$ cat config.mk
export PLATFORM = sky130hd
export DESIGN_NAME = jtdd_char_romrq
export DESIGN_NICKNAME = d
export VERILOG_FILES = /design/src/rtl/jtdd_char_romrq.sv
export SDC_FILE = /design/constraint.sdc
export NUM_CORES = 1
export LEC_CHECK = 0
export BUFFER_PORTS_ARGS = -buffer_cell sky130_fd_sc_hd__buf_2
export CAP_MARGIN = 0
export CORE_MARGIN = 2
export CORE_UTILIZATION = 40
export CTS_CLUSTER_DIAMETER = 200
export DETAILED_ROUTE_END_ITERATION = 10
export HOLD_SLACK_MARGIN = 0.1
export PLACE_DENSITY_LB_ADDON = 0.2
export SLEW_MARGIN = 20
export SYNTH_ARGS = -nofsm -noshare
export SYNTH_HDL_FRONTEND = slang
export SYNTH_SLANG_ARGS = --single-unit
$ cat constraint.sdc
create_clock -name clk -period 4.3 [get_ports clk]
set_input_delay 0.43 -clock clk [delete_from_list [all_inputs] [get_ports clk]]
set_output_delay 0.43 -clock clk [all_outputs]
set_load 0.01 [all_outputs]
$ cat src/rtl/jtdd_char_romrq.sv
// rtl/jtdd_char_romrq.sv - character ROM responder with a two-word cache in front of an SDRAM slot
module jtdd_char_romrq #(
    parameter int AW = 16,
    parameter int DW = 8
) (
    input  logic          clk,
    input  logic          rst_n,
    input  logic          clr,
    input  logic [AW-1:0] addr,
    input  logic          addr_ok,
    output logic [DW-1:0] dout,
    output logic          data_ok,
    output logic [AW-2:0] sdram_addr,
    output logic          sdram_req,
    input  logic          sdram_ack,
    input  logic          sdram_drdy,
    input  logic [15:0]   sdram_din
);

    typedef enum logic [1:0] {S_IDLE, S_REQ, S_WAIT} state_t;

    state_t        state;
    logic [1:0]    valid;
    logic [AW-2:0] tag  [2];
    logic [15:0]   word [2];
    logic          ptr;
    logic          discard;

    logic [AW-2:0] addr_tag;
    logic          hit0, hit1, hit;
    logic [15:0]   hit_word;
    logic [7:0]    sel_byte;
    logic          fill_now, fill_en, dup;
    logic          fill_idx;

    always_comb begin
        addr_tag = addr[AW-1:1];
        hit0     = valid[0] && (tag[0] == addr_tag);
        hit1     = valid[1] && (tag[1] == addr_tag);
        hit      = addr_ok && (hit0 || hit1);
        hit_word = hit0 ? word[0] : word[1];
        sel_byte = addr[0] ? hit_word[15:8] : hit_word[7:0];
    end

    // A refetch of a tag already held in the other entry overwrites it, keeping tags unique
    always_comb begin
        fill_now = ((state == S_WAIT) && sdram_drdy) ||
                   ((state == S_REQ) && sdram_ack && sdram_drdy);
        fill_en  = fill_now && !discard && !clr;
        dup      = valid[~ptr] && (tag[~ptr] == sdram_addr);
        fill_idx = dup ? ~ptr : ptr;
    end

    always_ff @(posedge clk) begin
        if (!rst_n) begin
            state      <= S_IDLE;
            valid      <= 2'b00;
            tag[0]     <= '0;
            tag[1]     <= '0;
            word[0]    <= '0;
            word[1]    <= '0;
            ptr        <= 1'b0;
            discard    <= 1'b0;
            dout       <= '0;
            data_ok    <= 1'b0;
            sdram_req  <= 1'b0;
            sdram_addr <= '0;
        end else begin
            data_ok <= hit && !clr;
            if (hit && !clr) begin
                dout <= sel_byte;
            end

            case (state)
                S_IDLE: begin
                    if (addr_ok && !hit) begin
                        sdram_addr <= addr_tag;
                        sdram_req  <= 1'b1;
                        discard    <= 1'b0;
                        state      <= S_REQ;
                    end
                end
                S_REQ: begin
                    if (clr) begin
                        discard <= 1'b1;
                    end
                    if (sdram_ack) begin
                        sdram_req <= 1'b0;
                        state     <= sdram_drdy ? S_IDLE : S_WAIT;
                    end
                end
                S_WAIT: begin
                    if (clr) begin
                        discard <= 1'b1;
                    end
                    if (sdram_drdy) begin
                        state <= S_IDLE;
                    end
                end
                default: state <= S_IDLE;
            endcase

            if (fill_en) begin
                valid[fill_idx] <= 1'b1;
                tag[fill_idx]   <= sdram_addr;
                word[fill_idx]  <= sdram_din;
                if (!dup) begin
                    ptr <= ~ptr;
                end
            end

            if (clr) begin
                valid <= 2'b00;
                ptr   <= 1'b0;
            end
        end
    end

endmodule

==> impl_metrics.csv <==
group,metric,value,unit
finish,design_area,5110,sq um
sta,setup_viol_count_final,0,
placed_design,dpl.hpwl,6650,microns
setup_path,cp_slowest_cell,"dfxtp_1",
grt,grt_pass1_vias,2822,
grt,grt_max_degree,39,
synth,synth_simple_gate_area_frac,0.155,
finish,diodes,0,
cts,cts_buffers,9,
route,ant_nets,0,
synth,synth_top_family_by_area,"simple AND/OR/NAND/NOR gates",
grt,overflow,0,
setup_path,critPathArrivalTime,3820,ps
route,drt_wl_total,9570,microns
synth,syn_avg_cell_area,11.5,sq um
synth,synth-seq-area-share,0.557,
floorplanning,start_util,0.411,
floorplanning,core_area,10800,sq um
sta,slew_headroom,0.265,
sta,worst_pin_slew,1100,ps
route,drt-pass1-iter-count,4,
placed_design,portBuffers,62,
power,power_density,352,nW/um^2
cts,cts-root-buf,"clkbuf_8",
synth,syn_nets,427,
synth,async_reset_ff_frac,0,
route,drtIter0Drc,204,
finish,drive_above_1_share,0.222,
floorplanning,num_rows,38,
finish,final_cells,590,
sta,rsz0062_at_grt,"no",
setup_path,crit_required,4370,ps
setup_path,crit_type,"flop to flop",
synth,synth_cell_type_count,38,
placed_design,post_dp_cell_area,4910,sq um
sta,period_minus_slack,3750,ps
power,vdd_ir_drop_max,0.215,mV
sta,fin_crit_sh,0.871,
floorplanning,die-area,12000,sq um
cts,htreeDepth,3,
setup_path,cp_max_fo,20,
floorplanning,pin_count,63,
cts,cts_hold_buf,0,
synth,syn_inst,386,
synth,synthMuxAreaShare,0.128,
sta,finalSetupTns,0,ps
synth,synthFlopType,"edfxtp_1",
synth,synth_seq_cells,93,
synth,synth_compound_area_frac,0.0250,
cts,cts.sinks,93,
synth,ys_warn_count,0,
cts,post-cts-setup-buffer-count,0,
synth,synth_edf_count,62,
cts,cts_resized,0,
floorplanning,die_h,110,microns
route,routed_via_density,5.11,
synth,synthXorXnorAreaFrac,0.0960,
setup_path,max_stage_delay,1060,ps
job,maxCapViolations,0,
synth,syn_area,4460,sq um
placed_design,gp_congestion,0.845,
floorplanning,chipWidth,110,microns
synth,synth_fa_ha_area_frac,0.00842,
setup_path,path_cells,"mux2i_1 -> xnor2_1 -> nor4_1 -> nand4_1 -> xor2_2 -> o21ai_2 -> buf_4",
sta,maxSlewViolCount,0,
grt,grt_pass1_wl,15100,microns
finish,mostFrequentLayoutCells,"buf_2 (62), edfxtp_1 (62), nand2_1 (54)",
route,drc,0,
sta,hold_viol_final,0,
min_path,hold_class,"input pin to flop",
finish,nets,486,
grt,grt_usage,0.172,
grt,antenna_found_initial,0,
finish,area_delta_synth_final,14.6,%
status,status,"finished clean",
setup_path,crit_path_end_kind,"flop",
cts,clock_latency,380,ps
placed_design,dp.cells,574,
setup_path,critPathLaunchType,"flop",
sta,max_freq,0.267,GHz
route,wire_per_inst,16.2,microns
cts,cts.path.max_buffers,2,
power,p_leak,2.10,nW
sta,fin_skew,10.2,ps
route,vias,3014,
cts,cts_tree,"built",
cts,path_clk_slew,90,ps
registers in the layout, indices dropped and copies added (netlist names):
| name | count |
|---|---|
| state | 2 |
| word | 32 |
| sdram_req | 1 |
| discard | 1 |
| data_ok | 1 |
| valid | 2 |
| ptr | 1 |
| tag | 30 |
| dout | 8 |
| sdram_addr | 15 |
metrics by stage:
step                 util  power (mW)  hold slack [ps]  worst slack [ps]
floorplan               -        1.16              439               796
global placement    0.453        1.23              468               537
detailed placement  0.453        1.23              477               464
CTS                 0.471        1.81              291               431
global route        0.471        1.87              292               219
finish              0.471        1.80              310               555
routing by layer:
metal,up-vias,global-route usage,part of all wire
met1,1453,0.231,0.46
li1,1473,-,-
met5,-,0,0
met4,0,0.0597,0.011
met3,6,0.0504,0.054
met2,82,0.267,0.47
cells in the mapped netlist, types with 2 or more instances:
| cell | number | area (sq um) |
|---|---|---|
| o21ai_0 | 6 | 30.0 |
| ha_1 | 3 | 37.5 |
| nor3_1 | 2 | 10.0 |
| nand4_1 | 9 | 56.3 |
| mux4_2 | 8 | 180 |
| dfxtp_1 | 31 | 621 |
| clkbuf_1 | 10 | 37.5 |
| nand3_1 | 2 | 10.0 |
| and3_1 | 30 | 188 |
| mux2i_1 | 39 | 390 |
| buf_2 | 8 | 40.0 |
| nor4_1 | 5 | 31.3 |
| nand2_1 | 54 | 203 |
| inv_1 | 9 | 33.8 |
| edfxtp_1 | 62 | 1860 |
| xnor2_1 | 46 | 403 |
| nor2_1 | 41 | 154 |
cell families after synthesis:
| group | Yosys count |
|---|---|
| compound gates | 16 |
| xor+xnor | 48 |
| fa+ha+maj | 3 |
| buf+inv | 30 |
| flops | 93 |
| mux | 47 |
| simple gates | 149 |
cell type report:
cell class | count | area, sq um
clock inverter | 6 | 63.8
clock buffer | 10 | 128
fill | 994 | 5730
timing repair buffer | 69 | 363
sequential | 93 | 2480
inverter | 9 | 33.8
tap | 140 | 175
multi-input combinational | 263 | 1860
where the power goes:
group / internal [mW] / total, mW / switching (mW)
registers: 0.988 / 1.02 / 0.0340
clock network: 0.269 / 0.589 / 0.320
logic: 0.0855 / 0.185 / 0.0999
total: 1.34 / 1.80 / 0.454
final timing paths:
path / from / to / depth (start not counted) / slack [ps]
hold reg to reg: state[1] / state[1] / 2 / 490
hold / removal: clr / data_ok / 2 / 310
setup reg to reg: ptr / tag[1][14] / 7 / 550
setup / recovery: ptr / tag[1][14] / 7 / 550
critical path: cells and delay by family (launching register included):
kind,cells,cell delay [ps]
buffers and inverters,1,380
flip-flops,1,1060
XOR/XNOR,2,330
multiplexers,1,310
AND/OR/NAND/NOR,2,640
AO/OA/AOI/OAI,1,710
(Power assumes the default switching activity.)
